<file path="src/rtl/asic_rmr2_ctrl.sv">
// asic_rmr2_ctrl: resynchronises and glitch-filters gate-array writes, commits one per strobe,
// and decodes unlocked RMR2 writes into lower-ROM bank/location and ASIC page enable.
module asic_rmr2_ctrl #(
   parameter int MIN_LOW = 2
) (
   input  logic       clk,
   input  logic       reset_b,
   input  logic       ioreq_b,
   input  logic       wr_b,
   input  logic       io_cs,
   input  logic [7:0] data,
   input  logic       enf,
   input  logic       mreq_b,
   input  logic [1:0] addr,
   output logic [2:0] lrom_bank,
   output logic [1:0] lrom_loc,
   output logic       asic_page_en,
   output logic       rmr2_upd,
   output logic       gawr,
   output logic       asic_sel
);
   typedef enum logic [1:0] {IDLE, QUAL, DONE} state_t;
   state_t     st;
   logic [3:0] cnt;
   logic       s1, s2, e1, enf_s, commit, accept;
   logic [7:0] d_q;
   assign commit = s2 & ((st == IDLE && MIN_LOW == 1) || (st == QUAL && cnt == 4'(MIN_LOW - 1)));
   assign accept = commit & enf_s & (d_q[7:5] == 3'b101);
   assign asic_sel = asic_page_en & !mreq_b & (addr == 2'b01);
   always_ff @(posedge clk or negedge reset_b)
      if (!reset_b) begin
         st           <= IDLE;
         cnt          <= '0;
         s1           <= 1'b0;
         s2           <= 1'b0;
         e1           <= 1'b0;
         enf_s        <= 1'b0;
         d_q          <= '0;
         gawr         <= 1'b0;
         rmr2_upd     <= 1'b0;
         lrom_bank    <= '0;
         lrom_loc     <= '0;
         asic_page_en <= 1'b0;
      end else begin
         s1       <= !ioreq_b & !wr_b & io_cs;
         s2       <= s1;
         e1       <= enf;
         enf_s    <= e1;
         d_q      <= data;
         gawr     <= commit;
         rmr2_upd <= accept;
         if (accept) begin
            lrom_loc     <= d_q[4:3];
            lrom_bank    <= d_q[2:0];
            asic_page_en <= (d_q[4:3] == 2'b11);
         end
         case (st)
            IDLE: if (s2) begin
               st  <= commit ? DONE : QUAL;
               cnt <= 4'd1;
            end
            QUAL: begin
               st  <= !s2 ? IDLE : commit ? DONE : QUAL;
               cnt <= cnt + 4'd1;
            end
            DONE: if (!s2) st <= IDLE;
            default: st <= IDLE;
         endcase
      end
endmodule

</file>
<file path="config.mk">
export PLATFORM = sky130hd
export DESIGN_NAME = asic_rmr2_ctrl
export DESIGN_NICKNAME = d
export VERILOG_FILES = /design/src/rtl/asic_rmr2_ctrl.sv
export SDC_FILE = /design/constraint.sdc
export NUM_CORES = 1
export LEC_CHECK = 0
export ABC_AREA = 1
export CORE_AREA = 5 5 68 70
export DETAILED_ROUTE_END_ITERATION = 12
export DIE_AREA = 0 0 73 75
export HOLD_SLACK_MARGIN = 0.05
export PLACE_DENSITY = 0.45
export SLEW_MARGIN = 20
export SYNTH_ARGS = -nofsm -noshare
export SYNTH_HDL_FRONTEND = slang
export SYNTH_SLANG_ARGS = --single-unit
</file>
<file path="constraint.sdc">
create_clock -name clk -period 3.5 [get_ports clk]
set_input_delay 0.875 -clock clk [delete_from_list [all_inputs] [get_ports clk]]
set_output_delay 0.875 -clock clk [all_outputs]
set_load 0.02 [all_outputs]
</file>
# Word-level counts from Yosys, hierarchy flattened
# Cells that the tools add are included.
# W data, S select, Z words.
dict set report classes {
  mux 7
  reduce_logical 8
  n_addsub 1
  n_bitwise 7
  n_eq_ne 8
}
# cell count
set op_table {}
lappend op_table {{$mux W2} 4}
lappend op_table {{$pmux W4 S2} 1}
lappend op_table {{$and A1 B1 Y1} 7}
lappend op_table {{$pmux W2 S3} 1}
lappend op_table {{$add A4 B1 Y4 const B} 1}
lappend op_table {{$eq A2 B1 Y1 const B} 2}
lappend op_table {{$eq A2 B2 Y1 const B} 2}
lappend op_table {{$eq A4 B1 Y1 const B} 1}
lappend op_table {{$mux W4} 1}
lappend op_table {{$ne A2 B2 Y1 const B} 2}
lappend op_table {{$reduce_and A2 Y1} 2}
lappend op_table {{$eq A3 B3 Y1 const B} 1}
lappend op_table {{$logic_not A1 Y1} 3}
lappend op_table {{$logic_not A2 Y1} 1}
lappend op_table {{$reduce_bool A2 Y1} 1}
lappend op_table {{$logic_and A1 B1 Y1} 1}
dict set report word_totals {
  reg_bits 26
  out_inout_bits 9
  in_bits 17
  wordCells 43
}

# Logic depth before layout (Yosys ltp)
# Gate-level depths: netlist (run 1).
dict set report depth {
  ltp_word 6
  mapped_depth 9
  depth_no_buf 9
}

# Least setup slack after synthesis (run 1)
# No wires, ideal clock.
dict set report synth_timing {
  path_type {input to output}
  startpoint {input port addr[0]}
  endpoint {output port asic_sel}
  required_ps 2625
  path_buffers 0
  arrival_time_ps 1378
  setup_slack_ps 1247
  path_stages 2
  cell_sequence {nand2_1 > nor3_1}
}
dict set report synth_between {
  elab_chain_cells 2
}
# item line
set synth_lines {}
lappend synth_lines {{start, declared} 14} ;# input logic [1:0] addr,
lappend synth_lines {{$eq A2 B1 Y1} 29} ;# assign asic_sel = asic_page_en & !mreq_b & (addr == 2'b01);
lappend synth_lines {{$and A1 B1 Y1} 29}
lappend synth_lines {{end, declared} 20} ;# output logic asic_sel
# No other way between the ends.

# Worst setup path after layout (run 1)
# Ends and elaborated chain as after synthesis.

==> summary.txt, run 1 <==
=================================================================================
Result of the run                                                       completed
Quantity of hold-fixing buffers added after cts                                 0
Number of sinks handled by clock tree synthesis                                26
Routed wirelength normalized by instance count                            10.5 um
Met2 Routed Length                                                         780 um
Reported max-cap violation count                                                0
Total leakage power                                                      0.630 nW
Area enclosed by the die boundary                                      5480 sq um
Average footprint of a synthesized cell                                11.8 sq um
Maximum clock frequency                                                 0.333 GHz
Chip Height                                                                 75 um
Count of distinct cell types in the synthesized netlist                        20
Leading cell types by total area after synthesis                     sky130_fd_sc_hd__dfrtp_1 68%, sky130_fd_sc_hd__nand2_1 7.4%, sky130_fd_sc_hd__nand3_1 3.7%, sky130_fd_sc_hd__o21ai_0 3.1%, sky130_fd_sc_hd__ha_1 2.6%
Share of the core filled with cells in the final layout                     33.7%
Register bit total from synthesis                                              26
Violation count after the first detailed-route iteration                       25
Required time of the worst setup path                                     2.62 ns
Antenna diodes                                                                  0
Fraction of layout instances using a drive strength above 1                 11.8%
Hold WC Path Type                                                         reg2reg
Antenna violations before repair                                                0
Slew at the pin closest to its max-slew limit                            0.443 ns
Number of primary I/O pins                                                     26
Total routed wirelength                                                   1670 um
First-pass GRT wire length                                                2950 um
Cell seen most often among critical-path stages                      sky130_fd_sc_hd__clkdlybuf4s50_1
Power density over cell area                                          441 nW/um^2
Worst path cell trace                                                clkdlybuf4s50_1 -> nand2_1 -> nor3_1 -> clkdlybuf4s50_1
Number of nets with antenna violations after routing                            0
Largest net degree at the start of global routing                              27
Initial Util                                                                24.5%
Setup-violating endpoint count in the final report                              0
Count of buffers from port buffering                                           25
Most area-hungry cell type in the Yosys netlist                      sky130_fd_sc_hd__dfrtp_1
Shortest period the worst path allows                                     3.01 ns
Final GP Congestion                                                         0.728
DP Wirelength                                                             1260 um
Number of remaining DRC errors                                                  0
Number of nets in the synthesized netlist                                     100
Yosys warning count                                                             0
FP Rows                                                                        23
Number of standard cells after synthesis                                       81
Class of the most critical setup path                                      in2out
Syn-to-layout area delta                                                    37.7%
Post-synthesis cell area                                                958 sq um
Bufs on Longest Clock Path                                                      2
PostCTS Resize Cnt                                                              0
Setup skew after layout                                                0.00322 ns
Slowest cell on the critical path                                    sky130_fd_sc_hd__clkdlybuf4s50_1
RSZ-0062 raised after global routing                                        false
Largest fanout of any net on the critical path                                  1
Vias in the first global route                                                685
DR vias/cell                                                                 3.83
Met3 wire length                                                            81 um
Clock root buffer master                                             sky130_fd_sc_hd__clkbuf_8
Relative slew slack                                                         70.2%
Detailed-routing wirelength on met1                                        776 um
Count of TritonRoute iterations in the first routing pass                       4
H-tree depth reported by CTS                                                    1
Final nets                                                                    131
Critical Path AT                                                          2.13 ns
Total track usage                                                           7.19%
Sequential area share after synthesis                                       67.9%
Delay of the slowest critical-path stage                                  0.63 ns
Inserted Clock Buffers                                                          3
VDD IR-drop max                                                            164 uV
Synth top area share                                                        67.9%
Worst-path clk slew                                                       0.08 ns
Fin. Hold Viols                                                                 0
Core Footprint                                                         3910 sq um
Worst setup EP type                                                   output port
Final Cycle Share                                                           85.9%
Fin Setup TNS                                                                0 ns
Source-to-sink clock delay at the later pin of the worst-skew pair        0.26 ns
Total via count in the routed design                                          613
TritonCTS clock tree                                                        built
Final Total Pwr                                                        0.000582 W
Critical Path Start Type                                                input pin
Top metal layer carrying routed signals                                      met4
Die X-Extent                                                                73 um
Total setup buffers inserted after CTS                                          0
Global route overflow                                                           0
Worst reg-to-reg setup slack                                              2.14 ns
Max-slew violation count                                                        0
=================================================================================
-- logic make-up (layout without fill, tap and decap cells) --
logic type               count (synthesis)  after routing  synth area share, %
AND/OR/NAND/NOR                         36             36                 20.9
flip-flops                              26             26                 67.9
buffers and inverters                    8             37                 3.13
AO/OA/AOI/OAI                            7              7                 3.65
adder cells (fa/ha/maj)                  2              2                 2.61
XOR/XNOR                                 2              2                 1.83
-- power by group --
| group | switching, W | internal (W) |
|---|---|---|
| combinational | 0.0000374 | 0.0000403 |
| clock | 0.0000853 | 0.0000769 |
| sequential | 0.0000197 | 0.000322 |
-- metal layers --
metal  track usage, %  vias to the layer above
met5                0                        -
met4             4.30                        0
met3             2.14                        4
met2             10.9                       17
met1             9.05                      279
li1                 -                      313
-- sequential cells by signal, summed over array words and instances, names as in the netlist --
register	count
s2	1
cnt	4
enf_s	1
rmr2_upd	1
asic_page_en	1
lrom_loc	2
st	2
e1	1
s1	1
d_q	8
gawr	1
lrom_bank	3
-- cell usage after synthesis (all sizes together) --
master / number
a21oi: 1
dfrtp: 26
ha: 2
inv: 8
nand2: 21
nand3: 7
nand4: 1
nor2: 4
nor3: 2
nor3b: 1
o21ai: 6
xnor2: 1
xor2: 1
-- metrics by stage --
| stage | hold WS, ns | worst slack [ns] | cells | cell area (sq um) |
|---|---|---|---|---|
| floorplan | 0.331 | 1.25 | 81 | 958 |
| global placement | 0.335 | 0.502 | 157 | 1280 |
| detailed placement | 0.335 | 0.487 | 157 | 1280 |
| CTS | 0.354 | 0.474 | 160 | 1320 |
| global route | 0.368 | 0.438 | 160 | 1320 |
| finish | 0.353 | 0.494 | 160 | 1320 |
-- final cells by class --
type	instances	area, sq um
Clock buffer	3	41.3
Fill cell	406	2590
Inverter	8	30.0
Multi-Input combinational cell	47	278
Sequential cell	26	651
Tap cell	50	62.6
Timing Repair Buffer	26	258
-- worst paths after layout --
check                        start            to  cells after the start
setup reg to reg            cnt[1]  asic_page_en                      9
hold / removal                  s1            s2                      0
setup / recovery           addr[0]      asic_sel                      4
min in group asynchronous  reset_b            e1                      2
max in group asynchronous  reset_b        d_q[7]                      2
hold reg to reg                 s1            s2                      0
-- cell usage in the layout, fill, tap and decap left out --
cell	netlist	final
sky130_fd_sc_hd__nand2_2	1	1
sky130_fd_sc_hd__nor2_2	1	1
sky130_fd_sc_hd__nor3b_1	1	1
sky130_fd_sc_hd__ha_1	2	2
sky130_fd_sc_hd__nand4_1	1	1
sky130_fd_sc_hd__nand3_1	7	7
sky130_fd_sc_hd__inv_2	3	3
sky130_fd_sc_hd__clkdlybuf4s50_1	0	25
sky130_fd_sc_hd__clkbuf_8	0	3
sky130_fd_sc_hd__buf_4	0	1
sky130_fd_sc_hd__inv_1	5	5
sky130_fd_sc_hd__o21ai_0	6	6
sky130_fd_sc_hd__nor3_1	1	1
sky130_fd_sc_hd__nand2_4	1	1
sky130_fd_sc_hd__nor3_4	1	1
sky130_fd_sc_hd__xor2_1	1	1
sky130_fd_sc_hd__nor2_8	1	1
sky130_fd_sc_hd__nor2_4	1	1
sky130_fd_sc_hd__nand2_1	19	19
sky130_fd_sc_hd__dfrtp_1	26	26
sky130_fd_sc_hd__a21oi_1	1	1
sky130_fd_sc_hd__xnor2_1	1	1
sky130_fd_sc_hd__nor2_1	1	1
-- worst max-delay path: cells and delay by family --
family                 cells  cell delay (ns)
AND/OR/NAND/NOR            2             0.18
buffers and inverters      2             1.08
Note: power is estimated with default switching activity, not from simulation.
==> run 2: changes to the inputs <==
--- a/config.mk
+++ b/config.mk
@@ -6,11 +6,11 @@
 export NUM_CORES = 1
 export LEC_CHECK = 0
 export ABC_AREA = 1
-export CORE_AREA = 5 5 68 70
+export CORE_AREA = 5 5 51 53
 export DETAILED_ROUTE_END_ITERATION = 12
-export DIE_AREA = 0 0 73 75
+export DIE_AREA = 0 0 56 58
 export HOLD_SLACK_MARGIN = 0.05
-export PLACE_DENSITY = 0.45
+export PLACE_DENSITY = 0.76
 export SLEW_MARGIN = 20
 export SYNTH_ARGS = -nofsm -noshare
 export SYNTH_HDL_FRONTEND = slang
==> run 2 against run 1 <==
  * Hold slack improved by 0.0095 ns
  * Die area fell by 41%
  * First-iteration DRC count fell by 80%
  * Critical path depth did not move
  * Fmax fell by 0.78%
==> summary.txt, run 2 (synthesis results as in run 1) <==
=================================================================================
Class of the most critical setup path                                      in2out   unchanged
Power density over cell area                                          437 nW/um^2   was 441 nW/um^2
Worst setup EP type                                                   output port   unchanged
Maximum clock frequency                                                 0.330 GHz   was 0.333 GHz
Critical Path Start Type                                                input pin   unchanged
DP Wirelength                                                             1180 um   was 1260 um
Fraction of layout instances using a drive strength above 1                 12.6%   was 11.8%
Antenna violations before repair                                                0   unchanged
Die X-Extent                                                                56 um   was 73 um
Relative slew slack                                                         73.0%   was 70.2%
Net switching power of the design                                      0.000137 W   was 0.000142 W
Final GP Congestion                                                         0.742   was 0.728
Fin. Hold Viols                                                                 0   unchanged
Chip Height                                                                 58 um   was 75 um
Max reg flops                                                                   8   unchanged
Number of primary I/O pins                                                     26   unchanged
Setup skew after layout                                                0.00483 ns   was 0.00322 ns
Reported max-cap violation count                                                0   unchanged
Count of TritonRoute iterations in the first routing pass                       4   unchanged
DR vias/cell                                                                 4.56   was 3.83
Final nets                                                                    131   unchanged
Number of remaining DRC errors                                                  0   unchanged
Shortest period the worst path allows                                     3.03 ns   was 3.01 ns
Part of the total power dissipated in the clock network                     25.4%   was 27.9%
Core Footprint                                                         2110 sq um   was 3910 sq um
Global route overflow                                                           0   unchanged
Final Cycle Share                                                           86.6%   was 85.9%
TritonCTS clock tree                                                        built   unchanged
PostCTS Resize Cnt                                                              0   unchanged
FP Rows                                                                        17   was 23
Top flop regs                                                        d_q x8, cnt x4, lrom_bank x3   unchanged
Total via count in the routed design                                          634   was 613
P_int                                                                  0.000426 W   was 0.000439 W
Sequential cell area                                                    651 sq um   unchanged
Total routed wirelength                                                   1480 um   was 1670 um
Number of nets with antenna violations after routing                            0   unchanged
Initial Util                                                                45.5%   was 24.5%
Total leakage power                                                      0.629 nW   was 0.630 nW
H-tree depth reported by CTS                                                    1   unchanged
Hold WC Path Type                                                         reg2reg   unchanged
Source-to-sink clock delay at the later pin of the worst-skew pair        0.31 ns   was 0.26 ns
Fill cells                                                                    163   was 406
Top register by number of flip-flops                                          d_q   unchanged
Combinational Power Share                                                   13.9%   was 13.4%
Violation count after the first detailed-route iteration                        5   was 25
Fin Setup TNS                                                                0 ns   unchanged
Setup-violating endpoint count in the final report                              0   unchanged
Syn-to-layout area delta                                                    34.3%   was 37.7%
Bufs on Longest Clock Path                                                      2   unchanged
Most common cell after layout, fill and taps aside                   sky130_fd_sc_hd__dfrtp_1   unchanged
Slew at the pin closest to its max-slew limit                            0.401 ns   was 0.443 ns
Inserted Clock Buffers                                                          3   unchanged
Antenna diodes                                                                  0   unchanged
VDD IR-drop max                                                            300 uV   was 164 uV
Reg power frac                                                              60.7%   was 58.7%
Net Sw Frac                                                                 24.3%   was 24.5%
Result of the run                                                       completed   unchanged
Clock root buffer master                                             sky130_fd_sc_hd__clkbuf_4   was sky130_fd_sc_hd__clkbuf_8
Total track usage                                                           9.89%   was 7.19%
Number of sinks handled by clock tree synthesis                                26   unchanged
Vias in the first global route                                                657   was 685
Area enclosed by the die boundary                                      3250 sq um   was 5480 sq um
Area taken by multi-input logic gates                                   278 sq um   unchanged
Critical Path AT                                                          2.15 ns   was 2.13 ns
Leading cell types in the layout, fill and taps excluded             26 x sky130_fd_sc_hd__dfrtp_1, 25 x sky130_fd_sc_hd__clkdlybuf4s50_1, 19 x sky130_fd_sc_hd__nand2_1   unchanged
Routed wirelength normalized by instance count                            10.7 um   was 10.5 um
Quantity of hold-fixing buffers added after cts                                 0   unchanged
Worst-path clk slew                                                       0.12 ns   was 0.08 ns
Largest net degree at the start of global routing                              27   unchanged
Largest fanout of any net on the critical path                                  1   unchanged
Required time of the worst setup path                                     2.62 ns   about the same
Share of the core filled with cells in the final layout                     61.1%   was 33.7%
First-pass GRT wire length                                                2560 um   was 2950 um
RSZ-0062 raised after global routing                                        false   unchanged
Count of buffers from port buffering                                           25   unchanged
Max-slew violation count                                                        0   unchanged
Total setup buffers inserted after CTS                                          0   unchanged
=================================================================================
## run 2: cell count changes in the layout (fill, tap and decap cells not counted)
cell	previous run	this run
sky130_fd_sc_hd__clkbuf_4	0	3
sky130_fd_sc_hd__clkbuf_8	3	1
## run 2: worst paths after layout
kind / from / endpoint / slack (ns) / depth (start not counted)
max: addr[0] / asic_sel / 0.47 / 4
max reg2reg: cnt[1] / lrom_loc[0] / 2.14 / 9
min: e1 / enf_s / 0.36 / 0
min in group asynchronous: reset_b / d_q[5] / 0.91 / 2
max in group asynchronous: reset_b / st[1] / 2.35 / 2
min reg2reg: e1 / enf_s / 0.36 / 0
## run 2: power groups by stage
| stage | clock (W) | combinational (W) | sequential, W |
|---|---|---|---|
| after global placement | 0 | 0.0000759 | 0.000346 |
| after CTS | 0.000150 | 0.0000801 | 0.000342 |
| final | 0.000143 | 0.0000783 | 0.000341 |
| after global routing | 0.000157 | 0.0000893 | 0.000345 |
| after floorplan | 0 | 0.0000432 | 0.000346 |
| after detailed placement | 0 | 0.0000798 | 0.000348 |
## run 2: layout make-up
| class | count | share of cell area [%] |
|---|---|---|
| flip-flops and latches | 26 | 50.5 |
| multi-input cells | 47 | 21.6 |
| repair buffers | 26 | 20.0 |
| clock buffers | 4 | 2.82 |
| well taps | 28 | 2.72 |
| inverters | 8 | 2.33 |
## run 2: worst max-delay path, cell delays in order
cell and delay, ns:
sky130_fd_sc_hd__clkdlybuf4s50_1 0.46, sky130_fd_sc_hd__nand2_1 0.05, sky130_fd_sc_hd__nor3_1 0.13, sky130_fd_sc_hd__clkdlybuf4s50_1 0.64
## run 2: metal layers
metal | part of all wire [%] | global-route usage, % | up-vias
met1 | 40 | 10.3 | 302
met3 | 5.2 | 2.90 | 0
met4 | 0 | 3.05 | 0
met2 | 54 | 19.0 | 13
met5 | 0 | 0 | -
li1 | - | - | 319
## run 2: through the flow
stage	worst slack, ns	hold slack [ns]	instances	total power, W	area (sq um)
after floorplan	1.25	0.331	81	0.000389	958
after global placement	0.496	0.333	135	0.000422	1250
after detailed placement	0.455	0.336	135	0.000427	1250
after CTS	0.453	0.366	139	0.000571	1290
after global routing	0.426	0.381	139	0.000591	1290
final	0.470	0.363	139	0.000563	1290
